[config.mk]
export PLATFORM = sky130hd
export DESIGN_NAME = stopwatch_display
export DESIGN_NICKNAME = d
export VERILOG_FILES = /design/src/rtl/stopwatch_pkg.sv /design/src/rtl/bcd_to_seg.sv /design/src/rtl/stopwatch_display.sv
export SDC_FILE = /design/constraint.sdc
export NUM_CORES = 1
export LEC_CHECK = 0
export CORE_ASPECT_RATIO = 2
export CORE_MARGIN = 3
export CORE_UTILIZATION = 25
export CTS_CLUSTER_SIZE = 16
export DETAILED_ROUTE_END_ITERATION = 8
export PLACE_DENSITY_LB_ADDON = 0.2
export SLEW_MARGIN = 15
export SYNTH_ARGS = -nofsm -noshare
export SYNTH_HDL_FRONTEND = slang
export SYNTH_SLANG_ARGS = --single-unit
[constraint.sdc]
create_clock -name clk -period 3.8 [get_ports clk]
set_input_delay 0.76 -clock clk [delete_from_list [all_inputs] [get_ports clk]]
set_output_delay 0.76 -clock clk [all_outputs]
set_load 0.005 [all_outputs]
[src/rtl/stopwatch_pkg.sv]
// Shared constants for the stopwatch display path:
// segment patterns, digit positions and field selects.
package stopwatch_pkg;

   typedef logic [6:0] seg_t;

   localparam seg_t SEG_0    = 7'b1000000;
   localparam seg_t SEG_1    = 7'b1111001;
   localparam seg_t SEG_2    = 7'b0100100;
   localparam seg_t SEG_3    = 7'b0110000;
   localparam seg_t SEG_4    = 7'b0011001;
   localparam seg_t SEG_5    = 7'b0010010;
   localparam seg_t SEG_6    = 7'b0000010;
   localparam seg_t SEG_7    = 7'b1111000;
   localparam seg_t SEG_8    = 7'b0000000;
   localparam seg_t SEG_9    = 7'b0010000;
   localparam seg_t SEG_DASH = 7'b0111111;
   localparam seg_t SEG_OFF  = 7'b1111111;

   localparam logic [1:0] DIG_SEC_ONES = 2'd0;
   localparam logic [1:0] DIG_SEC_TENS = 2'd1;
   localparam logic [1:0] DIG_MIN_ONES = 2'd2;
   localparam logic [1:0] DIG_MIN_TENS = 2'd3;

   localparam logic SEL_MIN = 1'b0;
   localparam logic SEL_SEC = 1'b1;

endpackage

[src/rtl/bcd_to_seg.sv]
// BCD digit to active-low seven-segment pattern.
// Codes above 9 render as a dash.
module bcd_to_seg
   import stopwatch_pkg::*;
(
   input  logic [3:0] bcd,
   output logic [6:0] seg
);

   // decode one digit, dash as the fallback
   always_comb begin
      seg = SEG_DASH;
      case (bcd)
         4'd0: seg = SEG_0;
         4'd1: seg = SEG_1;
         4'd2: seg = SEG_2;
         4'd3: seg = SEG_3;
         4'd4: seg = SEG_4;
         4'd5: seg = SEG_5;
         4'd6: seg = SEG_6;
         4'd7: seg = SEG_7;
         4'd8: seg = SEG_8;
         4'd9: seg = SEG_9;
         default: seg = SEG_DASH;
      endcase
   end

endmodule

[src/rtl/stopwatch_display.sv]
// Four-digit multiplexed seven-segment driver with
// per-frame snapshot, ghost guard and field blinking.
module stopwatch_display
   import stopwatch_pkg::*;
#(
   parameter int REFRESH_DIV = 100000,
   parameter int BLINK_DIV   = 25000000
)
(
   input  logic       clk,
   input  logic       reset,
   input  logic [3:0] min_tens,
   input  logic [3:0] min_ones,
   input  logic [3:0] sec_tens,
   input  logic [3:0] sec_ones,
   input  logic       adj,
   input  logic       sel,
   output logic [6:0] seg,
   output logic       dp,
   output logic [3:0] an
);

   localparam int RW = (REFRESH_DIV > 2) ? $clog2(REFRESH_DIV) : 1;
   localparam int BW = (BLINK_DIV > 2) ? $clog2(BLINK_DIV) : 1;
   localparam logic [RW-1:0] R_LAST = RW'(REFRESH_DIV - 1);
   localparam logic [BW-1:0] B_LAST = BW'(BLINK_DIV - 1);

   logic [RW-1:0]     refresh_cnt;
   logic [1:0]        idx;
   logic [BW-1:0]     blink_cnt;
   logic              phase;
   logic [3:0][3:0]   snap;
   logic [3:0]        digit;
   logic [6:0]        dec_seg;
   logic              sel_hit;
   logic              blank;
   logic [3:0]        an_next;

   assign digit = snap[idx];

   bcd_to_seg u_dec (
      .bcd (digit),
      .seg (dec_seg)
   );

   // slot counter and digit index scan
   always_ff @(posedge clk) begin
      if (reset) begin
         refresh_cnt <= '0;
         idx         <= DIG_SEC_ONES;
      end else if (refresh_cnt == R_LAST) begin
         refresh_cnt <= '0;
         idx         <= idx + 2'd1;
      end else begin
         refresh_cnt <= refresh_cnt + 1'b1;
      end
   end

   // capture all digits once per frame
   always_ff @(posedge clk) begin
      if (reset) begin
         snap <= '0;
      end else if (idx == DIG_SEC_ONES && refresh_cnt == '0) begin
         snap <= {min_tens, min_ones, sec_tens, sec_ones};
      end
   end

   // blink timer runs only while adjusting
   always_ff @(posedge clk) begin
      if (reset || !adj) begin
         blink_cnt <= '0;
         phase     <= 1'b0;
      end else if (blink_cnt == B_LAST) begin
         blink_cnt <= '0;
         phase     <= ~phase;
      end else begin
         blink_cnt <= blink_cnt + 1'b1;
      end
   end

   // pick the anode, honouring ghost guard and blink
   always_comb begin
      sel_hit = (sel == SEL_SEC) ? (idx <= DIG_SEC_TENS)
                                 : (idx >= DIG_MIN_ONES);
      blank   = adj & phase & sel_hit;
      an_next = 4'b1111;
      if (refresh_cnt != '0 && !blank)
         an_next[idx] = 1'b0;
   end

   // registered pin drivers
   always_ff @(posedge clk) begin
      if (reset) begin
         seg <= SEG_OFF;
         dp  <= 1'b1;
         an  <= 4'b1111;
      end else begin
         seg <= dec_seg;
         dp  <= (idx != DIG_MIN_ONES);
         an  <= an_next;
      end
   end

endmodule
==> results of run 1 <==
registers in the layout (all words and copies together), names as in the netlist:
| name | count |
|---|---|
| snap | 16 |
| phase | 1 |
| dp | 1 |
| seg | 7 |
| refresh_cnt | 17 |
| an | 4 |
| idx | 2 |
| blink_cnt | 25 |
cell type report:
type                            instances  area (um^2)  area share
Sequential cell                        73         1460       0.343
Timing Repair Buffer                   34          333      0.0782
Tap cell                              155          194      0.0456
Clock buffer                           10          239      0.0562
Inverter                               19         71.3      0.0168
Clock inverter                          6          105      0.0247
Multi-Input combinational cell        279         1850       0.435
synthesized netlist by cell type, types with 4 or more instances:
cell,n
nand4_1,26
clkbuf_1,18
buf_2,4
nor3_1,7
ha_1,12
o41ai_1,4
a21oi_1,34
inv_1,19
nand2_1,21
nand2b_1,5
nand3_1,18
or4_1,4
nor2_1,33
mux4_2,4
o21ai_0,13
xnor2_1,18
or3_1,11
o31ai_1,19
dfxtp_1,73
nor4_1,9
xor2_1,7
kinds of logic (layout without fill, tap and decap cells):
logic type                 Yosys count  in the layout  share of synthesized area
buffers and inverters               41             69                     0.0458
AOI/OAI and AO/OA                   79             79                      0.142
and+or+nand+nor                    159            159                      0.259
DFF                                 73             73                      0.421
muxes                                4              4                     0.0259
adders and majority gates           12             12                     0.0432
xor gates and xnor gates            25             25                     0.0631
metal layers:
metal	GRT usage	share of wire	wire [um]
met5	0	0	0
met4	0.0596	0.030	246
met3	0.0267	0.026	214
met2	0.198	0.54	4470
met1	0.120	0.41	3360
path summary, 6_finish.rpt:
check | startpoint | endpoint | slack, ns
max | idx[0] | snap[10] | 1.56
min | blink_cnt[0] | blink_cnt[0] | 0.46
max reg2reg | idx[0] | snap[10] | 1.56
min reg2reg | blink_cnt[0] | blink_cnt[0] | 0.46
per-stage QoR:
step / std cells / utilization / instance area, um^2 / hold slack (ns) / worst slack, ns
finish: 576 / 0.315 / 4260 / 0.464 / 1.56
global route: 576 / 0.315 / 4260 / 0.481 / 1.30
CTS: 576 / 0.315 / 4260 / 0.466 / 1.56
detailed placement: 560 / 0.289 / 3910 / 0.459 / 1.58
global placement: 560 / 0.289 / 3910 / 0.449 / 1.62
floorplan: 393 / - / 3470 / 0.430 / 1.86
power by group:
group	internal (mW)	switching (mW)	total, mW
clock	0.655	0.319	0.975
sequential	0.799	0.0165	0.815
combinational	0.0806	0.0839	0.164
==> flow_summary.yaml, run 1 <==
worst_setup_path:
  critPathRequiredTime_ns: 4.01
  cp_num_cells: 5
  crit_family: "adder cells"
  worst-r2r-cell-count: 5
  cp_slowest_cell: "ha_1"
  arrival_ns: 2.45
  crit_path_frequent_cell: "inv_1"
  max_stage_delay_ns: 0.61
  crit_buf_inv: 2
  crit_path_max_fanout: 18
  end_kind: "flop"
  path_cells: "inv_1 > ha_1 > inv_1 > o31ai_1 > a21oi_1"
  critPathKind: "reg2reg"
  crit_path_start_kind: "flop"
floorplanning:
  rows: 60
  ioPinCount: 32
  die_h_um: 173
  dieArea_um2: 15400
  core_um2: 13500
  initial_core_util: 0.257
  die_x_um: 89.3
pwr:
  p_total_mw: 1.95
  p_per_area_nw_per_um2: 459
  p_leak_nw: 1.42
  peakVddDrop_uv: 219
drt:
  remaining_drc_errors: 0
  dr.pass1.iters: 4
  drt-wirelength-per-cell_um: 14.4
  routed_wl_mm: 8.29
  antenna_left: 0
  vias_per_cell: 5.08
  initialDrtViolationCount: 142
  vias: 2925
synth:
  seq_area_frac_synth: 0.421
  netlist_area_um2: 3470
  syn_inst: 393
  yosysUniqueCellTypes: 47
  synth_nets: 425
  synth_top_area_share: 0.421
  ys_warn_count: 0
  synth-edff-count: 0
  yosysTopAreaCell: "dfxtp_1"
  synth_async_sr_flop_share: 0
  avgSynthCellArea_um2: 8.83
  synth_ff_type: "dfxtp_1"
  netlist_top_cells_area: "dfxtp_1, a21oi_1, nand4_1, xnor2_1, ha_1"
  synth-seq-cells: 73
cells_and_area:
  fin_nets: 448
  nFillCells: 1407
  drive_gt1_frac: 0.0831
  final_common_cell: "dfxtp_1"
  area_growth_syn_to_layout_pct: 22.6
  final_cell_mix: "dfxtp_1, a21oi_1, nor2_1, clkdlybuf4s50_1, nand4_1"
  diodes: 0
timing:
  final.setup.tns_ns: 0
  rsz0062_at_grt: "no"
  finalCritPeriodShare: 0.588
  setup_viol: 0
  hold_viol_final: 0
  slew_headroom: 0.531
  max_freq_mhz: 447
  worst_slew_pin_slew_ns: 0.700
  period_needed_ns: 2.24
  drv_slew: 0
  finalClockSkew_ns: 0.00613
global_route:
  track_usage: 0.113
  antenna_found_initial: 0
  grt_pass1_wl_mm: 13.4
  grt-ovfl-total: 0
  grt_pass1_vias: 2790
  grt_max_degree: 26
clock_network:
  cts_root_buffer: "clkbuf_16"
  worstSkewPairLatency_ns: 0.33
  cts_tree: "built"
  postCtsHoldBufs: 0
  clockBufferDepth: 2
  cts.htree.levels: 3
  numClockSinks: 73
  cts_buffers: 9
  clk_pin_slew_ns: 0.06
  cts_resized: 0
  postCtsSetupRepairBufs: 0
job:
  maxCapViolCount: 0
placement:
  numPortBuffers: 31
  dp_hpwl_mm: 6.05
  place.gp.congestion: 0.831
hold_path:
  min_path_cells: 1
  hold_path.class: "reg2reg"
outcome:
  outcome: "completed"
(Power assumes the default switching activity.)
==> run 2: changes to the inputs <==
clock period = 1.9 ns   (was 3.8 ns; I/O delays follow)
==> flow_summary.yaml, run 2 (same netlist as run 1, synthesis figures left out) <==
drt:
  vias_per_cell: 5.05
  met2RoutedLength_mm: 4.73
  wl_met3_um: 229
  drt-wirelength-per-cell_um: 14.4
  initialDrtViolationCount: 156
  remaining_drc_errors: 0
  routed_wl_mm: 8.68
  antenna_left: 0
  vias: 3033
  dr.pass1.iters: 4
  routed.top_layer: "met4"
  met1Wirelength_mm: 3.47
global_route:
  track_usage: 0.120
  grt_max_degree: 26
  antenna_found_initial: 0
  grt_pass1_vias: 3091
  grt-ovfl-total: 0
  grt_pass1_wl_mm: 14.5
pwr:
  p_leak_nw: 1.55
  p_per_area_nw_per_um2: 827
  peakVddDrop_uv: 355
clock_network:
  clockBufferDepth: 2
  worstSkewPairLatency_ns: 0.34
  cts_root_buffer: "clkbuf_16"
  clk_pin_slew_ns: 0.06
  cts_buffers: 9
  cts.htree.levels: 3
  cts_tree: "built"
  numClockSinks: 73
floorplanning:
  die_x_um: 89.3
  rows: 60
  ioPinCount: 32
  dieArea_um2: 15400
  initial_core_util: 0.257
  core_um2: 13500
  die_h_um: 173
worst_setup_path:
  max_stage_delay_ns: 0.60
  crit_path_frequent_cell: "or4_4"
  r2r_slack_ns: 0.06
  crit_path_start_kind: "flop"
  cp_slowest_cell: "or4_4"
  critPathKind: "reg2reg"
  crit_path_max_fanout: 10
  rr_endpoint: "blink_cnt[24]"
  path_cells: "nand4_4 > or4_4 > or4_4 > a21oi_2"
  end_kind: "flop"
  arrival_ns: 2.12
  worst-r2r-cell-count: 4
  reg2reg_from: "blink_cnt[10]"
  critPathRequiredTime_ns: 2.18
timing:
  finalCritPeriodShare: 0.969
  worst_slew_pin_slew_ns: 0.473
  hold_ws_ns: 0.460
  setup_ws_ns: 0.0589
  setup_viol: 0
  period_needed_ns: 1.84
  rsz0062_at_grt: "no"
  drv_slew: 0
  hold_viol_final: 0
  max_freq_mhz: 543
  slew_headroom: 0.684
  finalClockSkew_ns: 0.00909
cells_and_area:
  top_register: "blink_cnt"
  nFillCells: 1415
  drive_gt1_frac: 0.146
  final_cell_mix: "dfxtp_1, a21oi_1, nor2_1, clkdlybuf4s50_1"
  largest_reg_flops: 25
  reg.largest.list: "blink_cnt x25, refresh_cnt x17, snap x16"
  fin_nets: 474
  area_growth_syn_to_layout_pct: 28.3
  final_common_cell: "dfxtp_1"
  diodes: 0
outcome:
  outcome: "completed"
placement:
  dp_hpwl_mm: 6.40
  pre_cts_ws_ns: -0.0372
  place.gp.congestion: 0.792
  numPortBuffers: 31
hold_path:
  min_from: "blink_cnt[0]"
  min_path_cells: 1
  hold_path.class: "reg2reg"
  min_to: "blink_cnt[0]"
job:
  maxCapViolCount: 0
run 2: metal layers:
layer / global-route usage / vias to the layer above
li1: - / 1539
met1: 0.131 / 1435
met2: 0.210 / 40
met3: 0.0248 / 19
met4: 0.0609 / 0
met5: 0 / -
run 2: metrics by stage:
stage / TNS, ns / utilization / power (mW) / std cells / instance area, um^2
after floorplan: 0 / - / 1.85 / 393 / 3470
after global placement: -0.00473 / 0.307 / 2.02 / 586 / 4140
after detailed placement: -0.0755 / 0.307 / 2.02 / 586 / 4140
after CTS: 0 / 0.329 / 3.74 / 601 / 4440
after global routing: 0 / 0.330 / 3.84 / 601 / 4460
final: 0 / 0.330 / 3.68 / 601 / 4460
run 2: critical path, delay by kind of cell (launching register included):
family / cells / cell delay [ns]
compound gates: 1 / 0.14
flops: 1 / 0.40
simple gates: 3 / 1.25
run 2: power breakdown:
group | total, mW | switching [mW] | internal (mW)
combinational | 0.355 | 0.172 | 0.183
sequential | 1.63 | 0.0346 | 1.60
clock | 1.70 | 0.621 | 1.08
run 2: repair_timing:
item | in CTS | in global routing
resized for setup | 1 | 6
hold buffers | 0 | 0
pin swaps | 0 | 1
setup buffers | 0 | 0
setup endpoints to repair | 5 | 28
run 2: worst max-delay path by stage:
stage                  start       endpoint  slack [ns]  cells past startpoint
6_report       blink_cnt[10]  blink_cnt[24]        0.06                      4
4_1_cts               idx[0]         seg[0]       0.006                      7
2_1_floorplan  blink_cnt[12]  blink_cnt[24]        0.06                      5
3_5_place_dp   blink_cnt[13]  blink_cnt[24]       -0.04                      4
5_1_grt               idx[1]          an[0]       0.003                      6
3_3_place_gp   blink_cnt[11]  blink_cnt[24]      -0.005                      4
run 2: area by class of cell:
class                      instances  area (um^2)  share of cell area
clock buffer                      12          256              0.0576
clock inverter                     3         40.0             0.00899
inverter                          19         71.3              0.0160
multi-input combinational        279         1870               0.419
sequential                        73         1460               0.328
tap                              155          194              0.0435
timing repair buffer              60          566               0.127
==> run 3: changes to the inputs <==
CAP_MARGIN = 20   (was not set)
==> results of run 3 <==
Same layout as run 2: the final DEF is identical, and so are final timing and power.
